## config.mk

```make
export PLATFORM = sky130hd
export DESIGN_NAME = dds_phase_ctrl
export DESIGN_NICKNAME = d
export VERILOG_FILES = /design/src/rtl/dds_phase_ctrl.sv
export SDC_FILE = /design/constraint.sdc
export NUM_CORES = 1
export LEC_CHECK = 0
export CORE_UTILIZATION = 33
export DETAILED_ROUTE_END_ITERATION = 10
export PLACE_DENSITY = 0.53
export SLEW_MARGIN = 10
export SYNTH_ARGS = -nofsm -noshare
export SYNTH_HDL_FRONTEND = slang
export SYNTH_SLANG_ARGS = --single-unit
export TNS_END_PERCENT = 100
```

## constraint.sdc

```tcl
create_clock -name clk -period 4.9 [get_ports clk]
set_input_delay 0.98 -clock clk [delete_from_list [all_inputs] [get_ports clk]]
set_output_delay 0.98 -clock clk [all_outputs]
set_load 0.03 [all_outputs]
```

## src/rtl/dds_phase_ctrl.sv

```systemverilog
`default_nettype none
// ============================================================================
// Module : dds_phase_ctrl
// Phase accumulator with handshaked, phase-continuous FTW/offset updates and
// quarter-wave folding for an external synchronous sine ROM.
// Option : define DDS_PHASE_DITHER_EN for LFSR phase dither below truncation.
// Rev    : 1.0  initial release
// ============================================================================
module dds_phase_ctrl #(
  parameter int ACC_W   = 24,
  parameter int PHASE_W = 8,
  parameter int LUT_AW  = 6,
  parameter int DATA_W  = 8
) (
  input  logic               clk,
  input  logic               rst_n,
  input  logic               en,
  input  logic               cfg_valid,
  output logic               cfg_ready,
  input  logic [ACC_W-1:0]   cfg_ftw,
  input  logic [PHASE_W-1:0] cfg_poff,
  input  logic               cfg_sync,
  output logic [LUT_AW-1:0]  lut_addr,
  input  logic [DATA_W-1:0]  lut_data,
  output logic [DATA_W-1:0]  sample,
  output logic               sample_valid
);

  localparam logic [0:0] c_st_idle = 1'b0;
  localparam logic [0:0] c_st_hold = 1'b1;

  logic [0:0]         state_q, state_d;
  logic [ACC_W-1:0]   acc_q, acc_d;
  logic [ACC_W-1:0]   ftw_act_q, ftw_sh_q;
  logic [PHASE_W-1:0] poff_act_q, poff_sh_q;
  logic               sync_sh_q;
  logic               en_d_q;
  logic [ACC_W:0]     acc_sum;
  logic               wrap, apply, take;
  logic [PHASE_W-1:0] phase_base, phase;
  logic [1:0]         quad;
  logic [LUT_AW-1:0]  idx;
  logic [LUT_AW-1:0]  lut_addr_q;
  logic               sign1_q, v1_q, sign2_q, v2_q;
  logic [DATA_W-1:0]  sample_q;
  logic               sample_valid_q;
  logic [DATA_W-2:0]  mag;
  logic               unused_lut_msb;

  assign acc_sum = {1'b0, acc_q} + {1'b0, ftw_act_q};
  assign wrap    = en & acc_sum[ACC_W];
  assign take    = (state_q == c_st_idle) & cfg_valid;
  // Updates land only where the phase step is invisible: sync, stall, FTW=0 or wrap.
  assign apply   = (state_q == c_st_hold) &
                   (sync_sh_q | ~en | (ftw_act_q == '0) | wrap);

  always_ff @(posedge clk or negedge rst_n) begin
    if (!rst_n) state_q <= c_st_idle;
    else        state_q <= state_d;
  end

  always_comb begin
    state_d = state_q;
    case (state_q)
      c_st_idle: if (cfg_valid) state_d = c_st_hold;
      c_st_hold: if (apply)     state_d = c_st_idle;
      default:                  state_d = c_st_idle;
    endcase
  end

  always_comb begin
    cfg_ready = (state_q == c_st_idle);
  end

  always_comb begin
    acc_d = acc_q;
    if (en)                acc_d = acc_sum[ACC_W-1:0];
    if (apply & sync_sh_q) acc_d = '0;
  end

`ifdef DDS_PHASE_DITHER_EN
  localparam int c_frac_w = ACC_W - PHASE_W;
  logic [15:0]       lfsr_q, lfsr_d;
  logic [c_frac_w:0] frac_sum;

  always_comb begin
    lfsr_d = lfsr_q;
    if (en) lfsr_d = {1'b0, lfsr_q[15:1]} ^ (lfsr_q[0] ? 16'hB400 : 16'h0000);
  end

  always_ff @(posedge clk or negedge rst_n) begin
    if (!rst_n) lfsr_q <= 16'hACE1;
    else        lfsr_q <= lfsr_d;
  end

  // Only the carry out of the fractional bits reaches the truncated phase.
  assign frac_sum   = {1'b0, acc_q[c_frac_w-1:0]} + {1'b0, lfsr_q[c_frac_w-1:0]};
  assign phase_base = acc_q[ACC_W-1 -: PHASE_W] + {{(PHASE_W-1){1'b0}}, frac_sum[c_frac_w]};
`else
  assign phase_base = acc_q[ACC_W-1 -: PHASE_W];
`endif

  assign phase = phase_base + poff_act_q;
  assign quad  = phase[PHASE_W-1 -: 2];
  assign idx   = phase[LUT_AW-1:0];

  assign mag            = lut_data[DATA_W-2:0];
  assign unused_lut_msb = lut_data[DATA_W-1];

  always_ff @(posedge clk or negedge rst_n) begin
    if (!rst_n) begin
      acc_q          <= '0;
      ftw_act_q      <= '0;
      poff_act_q     <= '0;
      ftw_sh_q       <= '0;
      poff_sh_q      <= '0;
      sync_sh_q      <= 1'b0;
      en_d_q         <= 1'b0;
      lut_addr_q     <= '0;
      sign1_q        <= 1'b0;
      v1_q           <= 1'b0;
      sign2_q        <= 1'b0;
      v2_q           <= 1'b0;
      sample_q       <= {1'b1, {(DATA_W-1){1'b0}}};
      sample_valid_q <= 1'b0;
    end else begin
      acc_q  <= acc_d;
      en_d_q <= en;
      if (take) begin
        ftw_sh_q  <= cfg_ftw;
        poff_sh_q <= cfg_poff;
        sync_sh_q <= cfg_sync;
      end
      if (apply) begin
        ftw_act_q  <= ftw_sh_q;
        poff_act_q <= poff_sh_q;
      end
      lut_addr_q <= quad[0] ? ~idx : idx;
      sign1_q    <= quad[1];
      v1_q       <= en_d_q;
      sign2_q    <= sign1_q;
      v2_q       <= v1_q;
      // Negative half: M-1-mag is the bitwise complement of mag below the MSB.
      if (v2_q) sample_q <= sign2_q ? {1'b0, ~mag} : {1'b1, mag};
      sample_valid_q <= v2_q;
    end
  end

  assign lut_addr     = lut_addr_q;
  assign sample       = sample_q;
  assign sample_valid = sample_valid_q;

endmodule
`default_nettype wire

```

==> summary.log <==
[outcome] status completed
[global_route] first-pass GRT wire length 20500 um
[synthesis] cells after synthesis 482
[routing] wire length per cell 16.0 um
[worst_setup_path] reg2reg setup slack 1.84 ns
[die] Die Outline Area 18000 um^2
[synthesis] cells taking the most area after synthesis dfrtp_1 47%, mux2_4 7.8%, ha_1 6.7%
[power] logic gate share of total power 53.4%
[clocking] register clock-pin slew on the reported worst setup and hold paths 0.07 ns
[worst_setup_path] maximum cell stage delay along the critical path 0.51 ns
[timing] headroom to the max-slew limit 38.9%
[worst_setup_path] crit path launch type register
[finish] fraction of final layout cells sized beyond drive strength 1 17.4%
[synthesis] Synth async-reset ratio 100%
[timing] slew at the pin closest to its max-slew limit 0.916 ns
[finish] layout-stage area growth over the synthesis result 19.6%
[timing] post-layout worst setup margin 1.84 ns
[min_path] end point of the worst hold path v1_q$_DFF_PN0_
[power] fraction of power spent switching nets 40.3%
[flow_run] reported max-cap violation count 0
[synthesis] top cell type by total area after synthesis dfrtp_1
[global_route] initial antenna violation count 0
[worst_setup_path] Worst setup EP type register
[clocking] number of instances resized during post-cts repair 0
[synthesis] flip-flop and latch count after synthesis 110
[die] Die Span Y 134 um
[die] Die Width 134 um
[min_path] hold path depth 0
[clocking] Clock H-tree levels 3
[routing] number of design rule violations left after detail routing 0
[clocking] maximum buffer depth of the clock tree 2
[timing] Worst Hold Slack 0.351 ns
[timing] total setup violations reported at the end of the flow 0
[synthesis] number of different library cells in the post-synthesis netlist 61
[worst_setup_path] data required time at the worst endpoint 5.14 ns
[worst_setup_path] Critical R2R Launch ftw_act_q[0]$_DFFE_PN0P_
[clocking] TritonCTS clock tree built
[synthesis] Mapped Avg Cell Area 11.9 um^2
[timing] Worst Clk Skew 0.00551 ns
[worst_setup_path] worst-case reg-to-reg path depth 9
[min_path] Hold Crit Class register to register
[timing] achievable clock frequency 327 MHz
[placement] HPWL after detailed placement 9210 um
[worst_setup_path] Reg2Reg Capture Point ftw_act_q[20]$_DFFE_PN0P_
[worst_setup_path] Worst Path Class, Setup register to register
[worst_setup_path] cells along the critical path ha_1 -> fa_1 -> a211oi_2 -> nor3_4 -> o21bai_4 -> o31ai_4 -> a22oi_4 -> buf_4 -> mux2_1
[global_route] total global routing track utilization 14.6%
[synthesis] dominant synthesized flop cell dfrtp_1
[power] peak supply drop 0.227 mV
[routing] number of detailed-routing iterations run before antenna repair 4
[min_path] hold path startpoint en_d_q$_DFF_PN0_
[timing] RSZ-0062 raised after global routing false
[power] relative contribution of sequential cells to total power 31.9%
[clocking] number of clock sinks 110
[placement] Place WS 1.64 ns
[power] NetSw 2070 uW
[routing] routed wire length on met3 545 um
[routing] post-detailed-route via-to-cell ratio 5.13
[routing] met2 WL 5500 um
[synthesis] number of warnings issued by yosys 0
[timing] period utilisation layout 62.4%
[power] static leakage power 0.00300 uW
[finish] net total in the final layout 618
[clocking] setup fix buffers added after clock tree synthesis 0
[routing] routed length on met1 6060 um
[placement] quantity of I/O buffers inserted on ports 59
[worst_setup_path] worst-path cell with the longest stage delay buf_4
[die] area of the core region 16800 um^2
[synthesis] netlist area before placement 5750 um^2
[synthesis] Yosys top cell area share 47.4%
[global_route] total congestion overflow 0
[clocking] hold bufs inserted after CTS 0
[finish] fillers 1617
[power] fraction of power consumed by the clock network 14.7%
[timing] final count of pins violating max slew 0
[timing] number of hold violations in the final report 0
[die] Initial Util 34.2%
[global_route] via count of the first global-routing pass 3946
[placement] final weighted congestion in routability-driven placement 0.869
[die] Rows 47
[die] number of top-level pins 61
[power] pwr/cell area 747 nW/um^2
[power] design internal power 3060 uW
[synthesis] number of synthesized flops with an enable pin 0
[clocking] number of buffers created by CTS 9
[timing] total negative slack for setup checks 0 ns
[routing] WL final 12300 um
[routing] total vias in the final route 3921
[routing] starting DRC count in detailed routing 122
[clocking] latest clock arrival within the worst-skew pair 0.35 ns
[global_route] pin count of the biggest net entering global routing 74
[worst_setup_path] Max Fanout on Critical Path 32
[synthesis] Synth Net Count 560
[routing] Detail Route Antenna Nets 0
[routing] top metal layer carrying routed signals met4
[worst_setup_path] Critical Path AT 3.30 ns
[synthesis] proportion of synthesized chip area in sequential cells 47.9%
[finish] antenna fix cells 0
[timing] min cycle time layout 3.06 ns
[clocking] CTS root buf clkbuf_16
-- power groups by stage --
stage / logic, uW / clock network [uW] / registers [uW]
3_5_place_dp: 2730 / 0 / 1670
4_1_cts: 2750 / 780 / 1650
5_1_grt: 3030 / 823 / 1690
3_3_place_gp: 2680 / 0 / 1650
2_1_floorplan: 2100 / 0 / 1630
6_report: 2740 / 755 / 1640
-- flip-flops by register name (all words and copies together) (netlist names), 6 cells and up --
register and count:
poff_act_q 8, lut_addr 6, ftw_sh_q 24, poff_sh_q 8
acc_q 24, ftw_act_q 24, sample 8
-- Yosys cell counts, types with 4 or more instances --
cell type	instances
xor2_1	6
o21ai_0	22
nand2_1	34
nor2_1	18
inv_1	8
or3_1	7
dfrtp_1	109
nor4_1	6
ha_1	31
mux2_2	33
o21ai_1	5
clkbuf_1	13
mux2_4	30
nand3_1	9
and3_1	7
xnor2_1	23
a211oi_1	6
a21oi_1	34
o211ai_1	4
a32o_1	6
a21o_1	10
o21bai_1	4
-- cell families (layout without fill, tap and decap cells) --
family | Yosys count | in the layout | synth area share [%]
flops | 110 | 110 | 47.9
buf+inv | 25 | 88 | 2.05
fa+ha+maj | 33 | 33 | 7.44
simple gates | 97 | 97 | 8.44
compound gates | 121 | 121 | 14.7
mux | 67 | 67 | 15.0
xor+xnor | 29 | 29 | 4.42
-- layout by cell type (no fill, tap or decap), drive strengths merged, types with 3 or more instances in the layout --
| cell | netlist | final |
|---|---|---|
| a211o | 3 | 3 |
| a211oi | 7 | 7 |
| a21o | 10 | 10 |
| a21oi | 35 | 35 |
| a22oi | 3 | 3 |
| a32o | 6 | 6 |
| and2 | 3 | 3 |
| and3 | 7 | 7 |
| buf | 4 | 6 |
| clkbuf | 13 | 11 |
| clkdlybuf4s50 | 0 | 58 |
| clkinv | 0 | 3 |
| dfrtp | 109 | 109 |
| ha | 31 | 31 |
| inv | 8 | 9 |
| mux2 | 65 | 65 |
| nand2 | 34 | 34 |
| nand3 | 10 | 10 |
| nor2 | 18 | 18 |
| nor4 | 6 | 6 |
| o211ai | 4 | 4 |
| o21a | 3 | 3 |
| o21ai | 27 | 27 |
| o21bai | 5 | 5 |
| or3 | 7 | 7 |
| xnor2 | 23 | 23 |
| xor2 | 6 | 6 |
-- layout make-up --
type / count / area (um^2) / share of cell area [%]
Clock buffer: 11 / 243 / 3.53
Clock inverter: 5 / 67.6 / 0.983
Inverter: 8 / 30.0 / 0.437
Multi-Input combinational cell: 347 / 2880 / 41.9
Sequential cell: 110 / 2750 / 40.1
Tap cell: 220 / 275 / 4.00
Timing Repair Buffer: 64 / 626 / 9.10
-- stage by stage --
step	cell area (um^2)	utilization (%)	cells	total power (uW)
2_1_floorplan	5750	-	482	3720
3_3_place_gp	6570	39.0	749	4330
3_5_place_dp	6570	39.0	749	4400
4_1_cts	6880	40.9	765	5170
5_1_grt	6880	40.9	765	5550
6_report	6880	40.9	765	5140
-- layer usage --
layer	track usage [%]	vias to the layer above
li1	-	1901
met1	20.9	1920
met3	2.61	9
met2	22.6	91
met5	0	-
met4	4.29	0
-- worst max path at each step --
stage,end,cells past startpoint,slack [ns],startpoint
3_3_place_gp,ftw_act_q[19]$_DFFE_PN0P_,6,1.69,en
3_5_place_dp,ftw_act_q[19]$_DFFE_PN0P_,6,1.64,en
6_report,ftw_act_q[20]$_DFFE_PN0P_,9,1.84,ftw_act_q[0]$_DFFE_PN0P_
5_1_grt,ftw_act_q[19]$_DFFE_PN0P_,9,1.66,ftw_act_q[0]$_DFFE_PN0P_
4_1_cts,ftw_act_q[20]$_DFFE_PN0P_,9,1.80,ftw_act_q[0]$_DFFE_PN0P_
2_1_floorplan,ftw_act_q[0]$_DFFE_PN0P_,9,2.39,acc_q[0]$_DFFE_PN0P_
-- critical path: cells and delay by family (launching register included) --
kind / cells / cell delay (ns)
DFF: 1 / 0.42
AOI/OAI and AO/OA: 4 / 0.85
buffers and inverters: 1 / 0.51
muxes: 1 / 0.37
and+or+nand+nor: 1 / 0.10
adders and majority gates: 2 / 0.67
Note: power is estimated with default switching activity, not from simulation.
